<file path="config.mk">
export PLATFORM = sky130hd
export DESIGN_NAME = slot_alloc_arbiter
export DESIGN_NICKNAME = d
export VERILOG_FILES = /design/src/rtl/slot_alloc_arbiter_pkg.sv /design/src/rtl/count_one.sv /design/src/rtl/slot_alloc_arbiter.sv
export SDC_FILE = /design/constraint.sdc
export NUM_CORES = 1
export LEC_CHECK = 0
export ABC_CLOCK_PERIOD_IN_PS = 5800
export BUFFER_PORTS_ARGS = -buffer_cell sky130_fd_sc_hd__buf_2
export CAP_MARGIN = 20
export CORE_AREA = 2 2 46 79
export DETAILED_ROUTE_END_ITERATION = 7
export DIE_AREA = 0 0 48 81
export PLACE_DENSITY_LB_ADDON = 0.15
export SETUP_SLACK_MARGIN = 0.1
export SYNTH_ARGS = -nofsm -noshare
export SYNTH_HDL_FRONTEND = slang
export SYNTH_SLANG_ARGS = --single-unit
</file>
<file path="constraint.sdc">
create_clock -name clk_i -period 5.8 [get_ports clk_i]
set_input_delay 0.87 -clock clk_i [delete_from_list [all_inputs] [get_ports clk_i]]
set_output_delay 0.87 -clock clk_i [all_outputs]
set_load 0.02 [all_outputs]
</file>
<file path="src/rtl/slot_alloc_arbiter_pkg.sv">
// Shared utilities for the slot allocator: default parameter values and
// width-derivation helpers.
package slot_alloc_arbiter_pkg;

  localparam int unsigned DefaultNumReq  = 4;
  localparam int unsigned DefaultNumSlot = 8;

  // Width of an index into n items.
  function automatic int unsigned idx_width(int unsigned n);
    return $clog2(n);
  endfunction

  // Width of a count ranging over 0..n inclusive.
  function automatic int unsigned cnt_width(int unsigned n);
    return $clog2(n + 1);
  endfunction

endpackage

</file>
<file path="src/rtl/count_one.sv">
// Population count of an InputWidth-bit vector.
//   in_i  : vector to count
//   cnt_o : number of set bits in in_i
module count_one #(
  parameter int unsigned InputWidth = 8,
  localparam int unsigned OutW      = $clog2(InputWidth + 1)
) (
  input  logic [InputWidth-1:0] in_i,
  output logic [OutW-1:0]       cnt_o
);

  always_comb begin
    cnt_o = '0;
    for (int unsigned i = 0; i < InputWidth; i++) begin
      cnt_o = cnt_o + OutW'(in_i[i]);
    end
  end

endmodule

</file>
<file path="src/rtl/slot_alloc_arbiter.sv">
// Round-robin arbiter that hands out slots from a shared pool of NumSlot.
//   clk_i, rst_i     : clock, synchronous active-high reset
//   req_i            : per-requester level requests
//   gnt_o            : one-hot grant, same cycle as the request
//   gnt_slot_o       : slot index carried by the current grant
//   free_i/free_slot_i : release one allocated slot
//   flush_i          : release every slot
//   used_cnt_o, full_o, empty_o : occupancy from the registered bitmap
//   err_o            : sticky flag for a release of an unallocated slot
module slot_alloc_arbiter
  import slot_alloc_arbiter_pkg::*;
#(
  parameter int unsigned NumReq  = DefaultNumReq,
  parameter int unsigned NumSlot = DefaultNumSlot,
  localparam int unsigned IdxW   = idx_width(NumSlot),
  localparam int unsigned CntW   = cnt_width(NumSlot)
) (
  input  logic              clk_i,
  input  logic              rst_i,
  input  logic [NumReq-1:0] req_i,
  output logic [NumReq-1:0] gnt_o,
  output logic [IdxW-1:0]   gnt_slot_o,
  input  logic              free_i,
  input  logic [IdxW-1:0]   free_slot_i,
  input  logic              flush_i,
  output logic [CntW-1:0]   used_cnt_o,
  output logic              full_o,
  output logic              empty_o,
  output logic              err_o
);

  localparam int unsigned RrW = idx_width(NumReq);

  logic [NumSlot-1:0] bitmap_q, bitmap_d;
  logic [RrW-1:0]     rr_q, rr_d;
  logic               err_q, err_d;

  logic               req_found;
  logic [RrW-1:0]     req_idx;
  logic               any_free;
  logic [IdxW-1:0]    free_idx;
  logic               gnt_valid;
  logic               free_hit;

  // Requester search: first pass covers rr_q..NumReq-1, second pass the wrap.
  always_comb begin
    req_found = 1'b0;
    req_idx   = '0;
    for (int unsigned j = 0; j < NumReq; j++) begin
      if (!req_found && req_i[j] && (RrW'(j) >= rr_q)) begin
        req_found = 1'b1;
        req_idx   = RrW'(j);
      end
    end
    for (int unsigned j = 0; j < NumReq; j++) begin
      if (!req_found && req_i[j]) begin
        req_found = 1'b1;
        req_idx   = RrW'(j);
      end
    end
  end

  // Lowest clear bit of the registered bitmap.
  always_comb begin
    any_free = 1'b0;
    free_idx = '0;
    for (int unsigned i = 0; i < NumSlot; i++) begin
      if (!any_free && !bitmap_q[i]) begin
        any_free = 1'b1;
        free_idx = IdxW'(i);
      end
    end
  end

  // Out-of-range free_slot_i matches no bit and therefore reads as clear.
  always_comb begin
    free_hit = 1'b0;
    for (int unsigned i = 0; i < NumSlot; i++) begin
      if (IdxW'(i) == free_slot_i) begin
        free_hit = bitmap_q[i];
      end
    end
  end

  assign gnt_valid  = req_found && any_free && !flush_i && !rst_i;
  assign gnt_slot_o = free_idx;

  always_comb begin
    gnt_o = '0;
    if (gnt_valid) begin
      gnt_o[req_idx] = 1'b1;
    end
  end

  always_comb begin
    bitmap_d = bitmap_q;
    rr_d     = rr_q;
    err_d    = err_q;
    if (free_i && !free_hit) begin
      err_d = 1'b1;
    end
    if (flush_i) begin
      bitmap_d = '0;
    end else begin
      if (free_i && free_hit) begin
        bitmap_d[free_slot_i] = 1'b0;
      end
      // Granted slot is clear, so it never collides with a legal free.
      if (gnt_valid) begin
        bitmap_d[free_idx] = 1'b1;
        rr_d = (req_idx == RrW'(NumReq - 1)) ? '0 : req_idx + RrW'(1);
      end
    end
  end

  always_ff @(posedge clk_i) begin
    if (rst_i) begin
      bitmap_q <= '0;
      rr_q     <= '0;
      err_q    <= 1'b0;
    end else begin
      bitmap_q <= bitmap_d;
      rr_q     <= rr_d;
      err_q    <= err_d;
    end
  end

  count_one #(
    .InputWidth(NumSlot)
  ) u_count_one (
    .in_i (bitmap_q),
    .cnt_o(used_cnt_o)
  );

  assign full_o  = (used_cnt_o == CntW'(NumSlot));
  assign empty_o = (used_cnt_o == '0);
  assign err_o   = err_q;

endmodule

</file>
* After elaboration in Yosys (flattened, before gate mapping)
Index checks and enable logic that the tools add are counted.
Storage, ports and cells: flip-flop bits (word level) 11, bits of input ports 11, word-level logic and storage cells 136
Cells by class: add/sub/neg operators 8, magnitude comparators 10, eq/ne operators 9, multiplexer cells 49, bitwise gates (word level) 4, reduce and logical (&&, ||, !) cells 53
Operators with widths (number):
- two-way mux 1 bit | 29
- logical AND 1 bit | 26
- adder 4 x 1 -> 4 bit | 6
- two-way mux 8 bit | 3
- logical NOT 1 bit | 23
- two-way mux 3 bit | 6
- two-way mux 2 bit | 7
- equality test 3 bit, first input constant | 4
- bitwise AND 8 bit | 1
- < comparator 3 x 4 -> 1 bit, second input constant | 2
- NOT 8 bit | 1
- OR 8 bit | 1
- demux 1 bit (select 3 bit) | 2
- equality test 2 x 3 -> 1 bit, first input constant | 2
- >= comparator 3 x 1 -> 1 bit, second input constant | 2
- equality test 4 bit, second input constant | 1
- >= comparator 1 x 2 -> 1 bit, first input constant | 2
- >= comparator 2 bit, first input constant | 2
- logical NOT 4 bit | 1
- two-way mux 4 bit | 1
- equality test 1 x 3 -> 1 bit, first input constant | 1
- logical NOT 3 bit | 1
- < comparator 2 x 3 -> 1 bit, second input constant | 1
- adder 1 x 1 -> 2 bit | 1
- other kinds (7) | 7

* Longest topological paths before layout
depth after elaboration 32, depth in mapped cells 10, depth with buffers taken out 10

* Cells and area by module
A second synthesis with hierarchy kept.
Second synthesis, totals: cells, all modules 113, area, all modules 1001.0 um2
By module, submodules not included:
- slot_alloc_arbiter | times used 1, cells an instance 89, area an instance 810.8 um2, sequential area each 220.2 um2
- count_one | times used 1, cells an instance 24, area an instance 190.2 um2, sequential area each 0.0 um2

* Worst setup path after synthesis
OpenSTA, ideal clock, no wires.
path kind register -> output, start reg bitmap_q[1], end out empty_o, arrival time 3285 ps, data required time 4930 ps, setup slack 1645 ps, cell stages (with the launch flop) 10, path buffers 0, cell sequence dfxtp_1 inv_1 ha_1 fa_1 fa_1 fa_1 inv_1 fa_1 or3_1 nor2_1
On the way: cells in the longest elaborated chain, start to end 8
Ends and longest elaborated chain:
- from (decl) | RTL line slot_alloc_arbiter.sv:34 | logic [NumSlot-1:0] bitmap_q, bitmap_d;
- from (signal assigned) | RTL line slot_alloc_arbiter.sv:122 | bitmap_q <= bitmap_d;
- adder 1 x 1 -> 2 bit | RTL line count_one.sv:15 | cnt_o = cnt_o + OutW'(in_i[i]);
- adder 4 x 1 -> 4 bit (6 in series) | RTL line count_one.sv:15
- net used_cnt_o[1] | RTL line slot_alloc_arbiter.sv:26 | output logic [CntW-1:0] used_cnt_o,
- logical NOT 4 bit | RTL line slot_alloc_arbiter.sv:136 | assign empty_o = (used_cnt_o == '0);
- to (decl) | RTL line slot_alloc_arbiter.sv:28 | output logic empty_o,
The timed path passes the listed nets, and every way through them passes these cells.

* Worst setup path in the final report
start reg bitmap_q[1], end out full_o
On the way: cells in the longest elaborated chain, start to end 8
Ends and longest elaborated chain:
- adder 1 x 1 -> 2 bit | RTL line count_one.sv:15
- adder 4 x 1 -> 4 bit (6 in series) | RTL line count_one.sv:15
- equality test 4 bit | RTL line slot_alloc_arbiter.sv:135 | assign full_o = (used_cnt_o == CntW'(NumSlot));
- to (decl) | RTL line slot_alloc_arbiter.sv:27 | output logic full_o,
No other way between the ends.

==> summary by stage <==
Run status
The flow ran to the end, and the final reports show no timing, DRC or antenna violations.

Routing
The first routing iteration left 15 violations. For this block, the via count after detailed routing is ~1,000. In this run the remaining antenna-violating nets after routing total 0.

The met3 routed wirelength is between 60 and 70 um. The routed design has 2630 um of wire. The remaining design rule violation count is 0. After detailed routing, no signal wire sits above met4.

The first TritonRoute pass finished after 4 iterations. After detailed routing, the average wire length per cell comes to ~13 um. In the routed layout, each cell is associated on average with a via count of a little over 5.

After detailed routing, the wire length on met1 is between 900 and 1000 um. In the detailed route, the total length drawn on met2 is about 1600 um.

Placement
The number of buffers added on ports is 24. The final weighted congestion of routability-driven global placement is a little under 0.8. At the placement stage, the worst setup path has a slack of between 1.5 and 2 ns.

The placed instance area is 0.00119 mm2. The number of placed instances, taps included, is about 190. The half-perimeter wire length after placement is 2220 um.

Global routing
The number of global-route vias before repair came to slightly below 1,000. The total global routing track utilization is 0.152. The pin count of the biggest net entering global routing is 10. The initial antenna violation count is 0. Summed over all layers, the global routing overflow is 0. The first global-routing pass estimated approximately 4300 um of wire.

Timing
The number of hold-slack violations in the final timing report is 0. The final clock skew is roughly 0.0053 ns. The post-route fraction of the period consumed by the critical path is 0.754. Setup repair after global routing left no endpoint under its margin. The worst pin sits at a relative slew slack of 0.615. In the final timing run, aggregate negative setup slack is 0 ns.

For this run, the top clock speed supported by timing is ~230 MHz. On the final layout, the worst hold slack is between 0.4 and 0.5 ns. Setup violations remaining at the end of the flow were counted as 0. For the pin with the worst max-slew slack, the measured transition is ~0.57 ns. Setup slack on the critical path of the routed design comes to roughly 1.4 ns. Subtracting the final worst setup slack from the clock period gives 4.37 ns. The count of pins over their slew limit was 0.

Hold path
The path class of the tightest hold or removal check is flip-flop to flip-flop. The start point of the worst hold path is err_o.

Floorplanning
The floorplan die height is approximately 81 um. The total area inside the core boundary comes to 0.00333 mm2. For this configuration, the core starts out at a cell density of 0.310. The initialized floorplan defines 28 standard-cell rows. The overall die width is about 48 um.

For this design the top-level I/O count stands at 25. The floorplan die area is 0.00389 mm2.

Clock tree
The CTS buffer count is 3. For this design, the sink count on the clock tree is 11. After clock tree synthesis, the setup repair step added 0 buffers. The clock root buffer is clkbuf_8.

The CTS clock-pin slew for the worst setup and hold paths is ~0.060 ns. The clock latency on the worst-skew pair is 0.24 ns. Counting along the longest clock path gives a buffer depth of 2. The number of levels the H-tree was split into is 1. The count of hold-fix buffers inserted at cts is 0. The quantity of gates resized following cts is 0. The TritonCTS clock tree is yes.

Worst setup path
The worst path required time is ~4.9 ns. The data arrival time of the critical path is approximately 3.5 ns. The signal on the critical path passes through inv_1 -> ha_1 -> fa_1 -> fa_1 -> fa_1 -> inv_1 -> fa_1 -> or3_1 -> nor2_1 -> buf_2.

Among the stages of the critical path, the cell type that occurs most often is fa_1. The origin of the critical flop-to-flop path is bitmap_q[1]. The worst setup path is captured at an output port.

The buffering stage count on the worst path with inverters included is 3. The largest stage delay on the critical path is a little over 0.5 ns. The largest fanout on the critical path is 6. The cell with the biggest individual delay on the critical path is fa_1. The launch point of the critical path is bitmap_q[1]. The worst setup path is launched from a flip-flop. The kind of cell with the highest combined delay along the critical path is adder cells. The start-to-end type of the worst setup path is flip-flop to output port.

Power
In this run the static leakage power is between 0.5 and 0.6 nW. The overall power after layout is between 0.2 and 0.25 mW. Dividing total power by cell area gives a power density of roughly 170 mW/mm2.

The maximum ir drop on the vdd rail is roughly 0.00010 V.

Final layout
The core utilization of the finished layout is 0.370. The share of cells above drive strength 1 is 0.232. The most common library cell in the layout ignoring fill and taps is buf_2.

The number of non-filler instances in the completed layout is 196. The number of nets in the finished design is ~180. After routing the design area is around 0.0012 mm2. The post-synthesis to final-layout area growth is 19.4%. 0 antenna diodes ended up in the layout. In the layout the commonest cells are buf_2 (24), inv_1 (17), nor2_1 (14), dfxtp_1 (11), ha_1 (9).

Synthesis
The cell area after technology mapping is approximately 0.0010 mm2. The post-synthesis net count is 150. The synthesized design contains 11 register bits. For this run, the number of Yosys warnings is 0.

The largest area contributor in the synthesized netlist is dfxtp_1. The sequential area share after synthesis is 0.214. Of the post-synthesis cell area, the dominant cell type holds 0.214.

In the post-synthesis netlist, the biggest area contributors are dfxtp_1 (21%), ha_1 (11%), fa_1 (7.8%). The synthesized instance count is ~130. The average cell area after synthesis is between 8 and 9 um2.

The number of distinct library cell variants in the gate-level netlist after synthesis is 41.

Flow run
Across the run, the number of max-cap violations was 0.
## per-layer routing
metal / track usage / vias up
met4: 0.0865 / 0
met5: 0 / -
met1: 0.139 / 474
met3: 0.0178 / 6
li1: - / 493
met2: 0.291 / 25
## state kept, by name, summed over array words and instances, names as in the netlist
register / count
err_o: 1
rr_q: 2
bitmap_q: 8
## cell type report
type	instances	area, um2
tap	45	56.3
timing repair buffer	24	120
clock buffer	4	45.0
inverter	17	63.8
sequential	11	220
multi-input combinational	95	726
fill	370	2100
## synth_stat cells
library cell	count
mux2i_1	3
xor2_1	1
or2_2	2
dfxtp_1	11
buf_6	1
nor2_1	14
a21oi_1	7
o2111ai_1	1
nor3_1	2
a211oi_2	1
o22ai_1	1
buf_2	1
o31ai_1	2
nor4_1	1
and3_1	1
ha_1	9
nand3_1	3
a21boi_0	2
o21ai_0	4
and2_2	3
o2111ai_2	1
clkbuf_2	1
and2_1	1
o2bb2ai_1	1
nand2b_1	2
fa_1	4
inv_1	17
o22a_1	1
a32o_1	4
o32a_1	1
or3_1	2
nand2_1	7
mux4_2	1
o21a_1	2
or3b_1	1
o211ai_1	1
a211oi_1	2
nand3b_1	1
and4_1	1
nand4_1	1
nor2b_1	4
## where the power goes
part	total, mW	leakage (nW)	internal [mW]	switching [mW]
logic	0.0526	0.438	0.0206	0.0320
clock network	0.0805	0.0228	0.0485	0.0321
registers	0.0817	0.0895	0.0785	0.00321
total	0.215	0.550	0.148	0.0673
## logic make-up after synthesis
| kind of cell | count (synthesis) | share of synthesized area |
|---|---|---|
| muxes | 4 | 0.0510 |
| buffers and inverters | 20 | 0.0825 |
| AOI/OAI and AO/OA | 31 | 0.226 |
| xor gates and xnor gates | 1 | 0.00850 |
| DFF | 11 | 0.214 |
| adders and majority gates | 13 | 0.187 |
| and+or+nand+nor | 46 | 0.232 |
## worst reg2reg max path, stage by stage, from the launching register on
cell and delay (ns):
dfxtp_1 0.42, ha_1 0.36, nand3_1 0.22, o32a_1 0.45
a32o_1 0.24
## path summary, 6_finish.rpt
check	endpoint	slack [ns]	cells past startpoint
setup / recovery	full_o	1.43	10
hold / removal	err_o	0.44	2
setup reg to reg	bitmap_q[2]	3.99	4
hold reg to reg	err_o	0.44	2
Note: power is estimated with default switching activity, not from simulation.
